===== config.mk =====
export PLATFORM = sky130hd
export DESIGN_NAME = arb_mux
export DESIGN_NICKNAME = d
export VERILOG_FILES = /design/src/rtl/arb_mux.sv
export SDC_FILE = /design/constraint.sdc
export NUM_CORES = 1
export LEC_CHECK = 0
export BUFFER_PORTS_ARGS = -buffer_cell sky130_fd_sc_hd__clkbuf_2
export CAP_MARGIN = 15
export CORE_AREA = 2 2 88 124
export DETAILED_ROUTE_END_ITERATION = 12
export DIE_AREA = 0 0 90 126
export PLACE_DENSITY_LB_ADDON = 0.3
export RECOVER_POWER = 100
export SLEW_MARGIN = 25
export SYNTH_ARGS = -nofsm -noshare
export SYNTH_HDL_FRONTEND = slang
export SYNTH_SLANG_ARGS = --single-unit

===== constraint.sdc =====
create_clock -name clk -period 8.5 [get_ports clk]
set_input_delay 2.125 -clock clk [delete_from_list [all_inputs] [get_ports clk]]
set_output_delay 2.125 -clock clk [all_outputs]
set_load 0.02 [all_outputs]

===== src/rtl/arb_mux.sv =====
// N-channel valid/ready arbiter (fixed priority or round-robin) feeding a single output register.
// Latency 1 cycle; in_ready only when the output register is empty or draining this cycle.
module arb_mux #(
    parameter  int WIDTH = 32,
    parameter  int N     = 4,
    parameter  int MODE  = 1,
    localparam int SW    = $clog2(N)
) (
    input  logic               clk,
    input  logic               rst,
    input  logic [N-1:0]       in_valid,
    input  logic [N*WIDTH-1:0] in_data,
    output logic [N-1:0]       in_ready,
    output logic               out_valid,
    output logic [WIDTH-1:0]   out_data,
    output logic [SW-1:0]      out_sel,
    input  logic               out_ready
);

    logic               r_out_valid;
    logic [WIDTH-1:0]   r_out_data;
    logic [SW-1:0]      r_out_sel;
    logic [SW-1:0]      r_ptr;

    logic [WIDTH-1:0]   w_chan [N];
    logic [N-1:0]       w_grant;
    logic [SW-1:0]      w_gidx;
    logic [SW-1:0]      w_cand;
    logic [SW-1:0]      w_base;
    logic               w_found;
    logic               w_load_en;
    logic               w_xfer;

    for (genvar gi = 0; gi < N; gi++) begin : g_chan
        assign w_chan[gi] = in_data[gi*WIDTH +: WIDTH];
    end

    // (base + k) mod N for k < N, without relying on N being a power of two
    function automatic logic [SW-1:0] wrap_add(input logic [SW-1:0] base, input int k);
        int s;
        s = int'(base) + k;
        if (s >= N) s = s - N;
        return SW'(s);
    endfunction

    assign w_base    = (MODE == 1) ? r_ptr : '0;
    assign w_load_en = !r_out_valid || out_ready;

    always_comb begin
        w_grant = '0;
        w_gidx  = '0;
        w_found = 1'b0;
        w_cand  = '0;
        for (int k = 0; k < N; k++) begin
            w_cand = wrap_add(w_base, k);
            if (!w_found && in_valid[w_cand]) begin
                w_found         = 1'b1;
                w_gidx          = w_cand;
                w_grant[w_cand] = 1'b1;
            end
        end
    end

    assign in_ready = rst ? '0 : (w_grant & {N{w_load_en}});
    assign w_xfer   = |in_ready;

    always_ff @(posedge clk) begin
        if (rst) begin
            r_out_valid <= 1'b0;
            r_out_data  <= '0;
            r_out_sel   <= '0;
            r_ptr       <= '0;
        end else if (w_xfer) begin
            r_out_valid <= 1'b1;
            r_out_data  <= w_chan[w_gidx];
            r_out_sel   <= w_gidx;
            if (MODE == 1) r_ptr <= wrap_add(w_gidx, 1);
        end else if (out_ready) begin
            r_out_valid <= 1'b0;
        end
    end

    assign out_valid = r_out_valid;
    assign out_data  = r_out_data;
    assign out_sel   = r_out_sel;

endmodule


* Word level (Yosys, flattened, before mapping) *
Cells that the tools add are included.

word-level totals
  register bits after elaboration = 37
  output and inout bits = 39
  logic and storage cells = 84

operators by class
  add/subtract/negate cells = 9
  $lt $le $gt $ge = 14
  multiplexer cells = 38
  bitwise gates (word level) = 5
  reductions and logical operators = 14

operator list
  operator                                                                number
  32-bit binary-select mux with 2-bit select                              1
  32-bit 2-to-1 mux                                                       2
  4-bit 2-to-1 mux                                                        5
  2-bit 2-to-1 mux                                                        9
  3-bit >= comparator (second input constant)                             5
  1-bit 2-to-1 mux                                                        13
  2-bit by 3-bit < comparator with 1-bit output (second input constant)   4
  4-bit OR                                                                3
  2-bit by 1-bit subtractor with 2-bit output (second input constant)     5
  1-bit binary-select mux with 2-bit select                               4
  1-bit demux with 2-bit select                                           4
  2-bit by 1-bit >= comparator with 1-bit output (second input constant)  4
  1-bit logical AND                                                       7
  2-bit by 1-bit adder with 3-bit output (second input constant)          2
  2-bit by 2-bit adder with 3-bit output (second input constant)          2
  4-bit bitwise AND                                                       1
  1-bit zero test                                                         4
  4-bit OR reduction                                                      1
  2-bit by 3-bit >= comparator with 1-bit output (second input constant)  1
  2-bit NOT with 3-bit output                                             1
  2-bit nonzero test                                                      1
  1-bit logical OR                                                        1

* Depth between registers and ports, before layout *
  depth in word-level cells = 18
  depth in mapped cells = 13
  gate-level depth less buffers = 9

* Worst setup path after synthesis *
No wires, ideal clock.

  kind = input-to-output
  start point = input port in_valid[0]
  end point = output port in_ready[1]
  arrival time = 3.591 ns
  required time = 6.375 ns
  setup slack = 2.784 ns
  stages on the path = 5
  path buffers = 1
  path through = clkbuf_1 or3b_2 a211o_1 a211oi_1 a311o_1

on the way
  cells in the longest elaborated chain, start to end = 14

RTL lines
  what                                       RTL line  source
  start, declared                            11        input logic [N-1:0] in_valid,
  1-bit binary-select mux with 2-bit select  56        if (!w_found && in_valid[w_cand]) begin
  1-bit 2-to-1 mux (not written as such)     56
  1-bit 2-to-1 mux                           56
  1-bit zero test                            56
  1-bit logical AND                          56
  1-bit 2-to-1 mux                           56
  1-bit zero test                            56
  1-bit logical AND                          56
  1-bit 2-to-1 mux                           56
  1-bit zero test                            56
  1-bit logical AND                          56
  4-bit 2-to-1 mux *                         56
  4-bit bitwise AND *                        64        assign in_ready = rst ? '0 : (w_grant & {N{w_load_en}});
  4-bit 2-to-1 mux *                         64
  end, declared                              13        output logic [N-1:0] in_ready,

Mark *: on every way between the ends. The rest lies on a longest branch, timed or not. The select of a mux whose other input is x is not followed.

* Worst setup path in the final report *
  start point = input port rst
  end point = register r_out_data[10], in the netlist out_data[10]

on the way
  cells in the longest elaborated chain, start to end = 2

RTL lines
  what                  RTL line  source
  start, declared       10        input logic rst,
  4-bit 2-to-1 mux      64
  4-bit OR reduction    65        assign w_xfer = |in_ready;
  end signal, assigned  75        r_out_data <= w_chan[w_gidx];
  end, declared         21        logic [WIDTH-1:0] r_out_data;

Several ways; a longest one is shown, not always the timed one.
A chain may end at the register's enable or synchronous reset.

==> impl_metrics.prom <==
# TYPE chip_impl_metric gauge
chip_impl_info{name="outcome",value="finished, violations left"} 1
chip_impl_info{name="violations",value="capacitance limit, slew limit"} 1
chip_impl_metric{name="globalplace.congestion",unit=""} 0.8563
chip_impl_metric{name="track_usage",unit="%"} 14.39
chip_impl_metric{name="syn_nets",unit=""} 458
chip_impl_metric{name="switching_power_summed_over_all_nets",unit="µW"} 656.9
chip_impl_metric{name="critical_path.n_buffers_inverters",unit=""} 2
chip_impl_metric{name="cts_max_path_buffers",unit=""} 2
chip_impl_info{name="hold_class",value="flip-flop to flip-flop"} 1
chip_impl_metric{name="worst_slew_margin_rel",unit="%"} -77.57
chip_impl_metric{name="slowest_delay",unit="ns"} 1.90
chip_impl_metric{name="max-cap-violations",unit=""} 1
chip_impl_metric{name="synth-seq-cells",unit=""} 37
chip_impl_metric{name="cts-hold-fix-buffers",unit=""} 0
chip_impl_metric{name="fraction_of_layout_cells_with_a_size_suffix_above_1",unit="%"} 39.23
chip_impl_metric{name="top_level_ports",unit=""} 174
chip_impl_metric{name="firstDrtPassIters",unit=""} 4
chip_impl_info{name="synth-main-ff-cell",value="sky130_fd_sc_hd__dfxtp_1"} 1
chip_impl_metric{name="timing.critical_path.depth",unit=""} 7
chip_impl_metric{name="clock_sink_count",unit=""} 37
chip_impl_metric{name="grt_start_max_net_pins",unit=""} 72
chip_impl_info{name="clock_tree.root_cell",value="sky130_fd_sc_hd__clkbuf_16"} 1
chip_impl_info{name="setup_repair_after_global_routing_missed_its_margin",value="false"} 1
chip_impl_metric{name="worst-slew-pin-transition",unit="ns"} 2.664
chip_impl_metric{name="power_frac_seq",unit="%"} 20.8
chip_impl_info{name="worst_setup_path_end_kind",value="flip-flop"} 1
chip_impl_metric{name="n_antenna_cell",unit=""} 0
chip_impl_metric{name="fmax",unit="MHz"} 152.0
chip_impl_info{name="crit_path_cell_trace",value="clkbuf_1, nand2b_1, a31oi_1, a311o_1, nor4_4, clkbuf_1, o21ai_0"} 1
chip_impl_metric{name="timing.critical_path.fanout_max",unit=""} 71
chip_impl_metric{name="setup_viol",unit=""} 0
chip_impl_metric{name="num-nets-final",unit=""} 612
chip_impl_metric{name="syn_area_per_cell",unit="µm²"} 9.628
chip_impl_metric{name="p_leak",unit="µW"} 0.001776
chip_impl_metric{name="area_of_the_core",unit="µm²"} 10240
chip_impl_metric{name="synth_edf_count",unit=""} 0
chip_impl_metric{name="critical_path_required",unit="ns"} 8.54
chip_impl_metric{name="postCtsSetupBuffers",unit=""} 0
chip_impl_info{name="cp-start-kind",value="primary input"} 1
chip_impl_metric{name="timing.final.crit_share",unit="%"} 77.42
chip_impl_metric{name="number_of_global_route_vias_before_repair",unit=""} 2864
chip_impl_metric{name="worst_setup_hold_path_clk_slew",unit="ns"} 0.05
chip_impl_metric{name="timing.clock.skew",unit="ns"} 0.008847
chip_impl_metric{name="grt_first_pass_wirelength",unit="mm"} 13.59
chip_impl_metric{name="num_vias",unit=""} 2968
chip_impl_metric{name="initialDrtViolationCount",unit=""} 88
chip_impl_metric{name="clock_power_share",unit="%"} 12.1
chip_impl_metric{name="postRouteAntennaNets",unit=""} 0
chip_impl_metric{name="avgViaCountPerCell",unit=""} 4.890
chip_impl_metric{name="setup.reg_to_reg.worst_slack",unit="ns"} 2.71
chip_impl_metric{name="postSynthCellCount",unit=""} 315
chip_impl_metric{name="detail_route.drc_violations",unit=""} 0
chip_impl_info{name="critPathCapture",value="out_data[10]$_SDFFE_PP0P_"} 1
chip_impl_metric{name="ys_types",unit=""} 40
chip_impl_metric{name="cts_repair_resize_count",unit=""} 0
chip_impl_metric{name="final_hold_viol_count",unit=""} 0
chip_impl_metric{name="htreeDepth",unit=""} 2
chip_impl_metric{name="total_clock_buffers_created_by_cts",unit=""} 5
chip_impl_metric{name="number_of_antenna_violations_at_the_first_check_in_global_routing",unit=""} 0
chip_impl_metric{name="clk_latency_worst_skew_pair",unit="ns"} 0.28
chip_impl_metric{name="switching_share",unit="%"} 45.21
chip_impl_metric{name="syn_std_cell_area",unit="µm²"} 3033
chip_impl_metric{name="routed_wire_length",unit="mm"} 8.418
chip_impl_metric{name="die_height",unit="µm"} 126
chip_impl_metric{name="drt-wirelength-per-cell",unit="µm"} 13.87
chip_impl_metric{name="floorplan.initialDensity",unit="%"} 29.62
chip_impl_metric{name="rows",unit=""} 44
chip_impl_metric{name="power_per_cell_area",unit="nW/µm²"} 359.8
chip_impl_info{name="clock_tree_from_tritoncts",value="done"} 1
chip_impl_info{name="rr_endpoint",value="out_data[10]$_SDFFE_PP0P_"} 1
chip_impl_metric{name="cp.arrival",unit="ns"} 6.62
chip_impl_metric{name="post-dp-hpwl",unit="mm"} 6.257
chip_impl_metric{name="die_area",unit="µm²"} 11340
chip_impl_info{name="r2r_start",value="r_ptr[0]$_SDFFE_PP0P_"} 1
chip_impl_metric{name="gr-total-overflow",unit=""} 0
chip_impl_metric{name="share_comb_of_total_power",unit="%"} 67.1
chip_impl_metric{name="final_period_minus_worst_setup_slack",unit="ns"} 6.581
chip_impl_info{name="worst_hold_startpoint",value="out_data[17]$_SDFFE_PP0P_"} 1
chip_impl_info{name="worstSetupStartpoint",value="rst"} 1
chip_impl_metric{name="synth_async_sr_flop_share",unit="%"} 0
chip_impl_metric{name="synth_seq_area_share",unit="%"} 24.42
chip_impl_info{name="category_of_cells_accounting_for_the_largest_share_of_critical_path_delay",value="buffers and inverters"} 1
chip_impl_info{name="critPathKind",value="primary input to flip-flop"} 1
chip_impl_metric{name="yosys_warnings",unit=""} 0
chip_impl_metric{name="pins_over_slew_limit",unit=""} 72
chip_impl_info{name="critical_path.slowest_cell",value="sky130_fd_sc_hd__clkbuf_1"} 1
chip_impl_metric{name="timing.setup.tns",unit="ns"} 0
chip_impl_metric{name="die_width",unit="µm"} 90
chip_impl_metric{name="irDropWorstVdd",unit="mV"} 0.1517
chip_impl_info{name="most_prevalent_standard_cell_on_the_critical_path",value="sky130_fd_sc_hd__clkbuf_1"} 1
chip_impl_metric{name="place.port_buffers",unit=""} 173
chip_impl_metric{name="internal-power",unit="µW"} 796.0
chip_impl_metric{name="area_growth",unit="%"} 33.13
chip_impl_metric{name="reg2reg_depth",unit=""} 9
chip_impl_metric{name="final_core_utilization",unit="%"} 39.43
## flip-flops by register name, indices dropped and copies added, names as in the netlist
name       cells
out_valid      1
out_data      32
out_sel        2
r_ptr          2
## worst min-delay path: cells and delay by family, from the launching register on
family / cells / cell delay, ns
compound gates: 1 / 0.06
flops: 1 / 0.31
simple gates: 1 / 0.07
## how the worst min path moves through the flow
stage                           endpoint  slack, ns  cells after the start
6_report       out_data[17]$_SDFFE_PP0P_       0.48                      2
5_1_grt        out_data[20]$_SDFFE_PP0P_       0.51                      2
4_1_cts        out_data[12]$_SDFFE_PP0P_       0.48                      2
3_5_place_dp   out_data[12]$_SDFFE_PP0P_       0.47                      2
3_3_place_gp   out_data[25]$_SDFFE_PP0P_       0.46                      2
2_1_floorplan  out_data[18]$_SDFFE_PP0P_       0.55                      2
## metal layers
| metal | wire (µm) | global-route usage (%) |
|---|---|---|
| met5 | 0 | 0 |
| met4 | 101 | 4.525 |
| met3 | 423 | 2.213 |
| met2 | 4468 | 26.89 |
| met1 | 3425 | 16.71 |
## power by group through the flow
stage	Clock, µW	Sequential [µW]	Combinational, µW
floorplan	0	371	763
global placement	0	303	1000
detailed placement	0	305	1020
CTS	185	302	1030
global route	192	313	1070
finish	176	302	975
## Yosys cell counts (all sizes together) (3+ instances only)
| library cell | number | area share (%) |
|---|---|---|
| mux2 | 34 | 13 |
| nor2 | 3 | 0.37 |
| nand4 | 8 | 1.7 |
| a211oi | 6 | 1.7 |
| nand2 | 6 | 0.74 |
| a21oi | 3 | 0.49 |
| clkbuf | 14 | 1.7 |
| dfxtp | 37 | 24 |
| buf | 16 | 3.8 |
| mux2i | 70 | 24 |
| a31oi | 4 | 0.82 |
| a311o | 4 | 1.3 |
| nand2b | 3 | 0.62 |
| ha | 8 | 3.3 |
| nor3b | 3 | 0.74 |
| nand3b | 36 | 8.9 |
| inv | 6 | 0.74 |
| o21ai | 34 | 5.6 |
## kinds of logic (layout without fill, tap and decap cells)
| family | Yosys count | after routing | share of synthesized area, % |
|---|---|---|---|
| flops | 37 | 37 | 24.42 |
| fa+ha+maj | 8 | 8 | 3.300 |
| buf+inv | 36 | 190 | 6.229 |
| xor+xnor | 1 | 1 | 0.2888 |
| simple gates | 68 | 68 | 15.68 |
| mux | 105 | 105 | 36.88 |
| compound gates | 60 | 60 | 13.20 |
## placed cells by master, fill, tap and decap left out, types with 4 or more instances in the layout
master	instances
sky130_fd_sc_hd__a211oi_1	5
sky130_fd_sc_hd__a311o_1	4
sky130_fd_sc_hd__a31oi_1	4
sky130_fd_sc_hd__clkbuf_1	42
sky130_fd_sc_hd__clkbuf_16	5
sky130_fd_sc_hd__clkbuf_2	133
sky130_fd_sc_hd__dfxtp_1	37
sky130_fd_sc_hd__ha_1	8
sky130_fd_sc_hd__inv_1	6
sky130_fd_sc_hd__mux2_2	34
sky130_fd_sc_hd__mux2i_1	69
sky130_fd_sc_hd__nand2_1	6
sky130_fd_sc_hd__nand3b_1	36
sky130_fd_sc_hd__nand4_1	8
sky130_fd_sc_hd__o21ai_0	30
sky130_fd_sc_hd__o21ai_1	4
## stage by stage
step                worst slack, ns  instances  power (µW)  hold slack [ns]  area [µm²]
floorplan                     2.784        315        1134           0.5507        3033
global placement              2.471        599        1303           0.4637        3939
detailed placement            2.419        600        1330           0.4673        3954
CTS                           2.414        607        1514           0.4780        4091
global route                  1.257        607        1574           0.5140        4038
finish                        1.919        607        1453           0.4835        4038
## area by class of cell
class                      instances  area (µm²)
multi-input combinational        242        2115
fill                            1079        6202
clock buffer                       6       128.9
timing repair buffer             177       849.6
clock inverter                     1       8.758
inverter                           6       22.52
tap                              138       172.7
sequential                        37       740.7
Power figures use the tool's default switching activity.
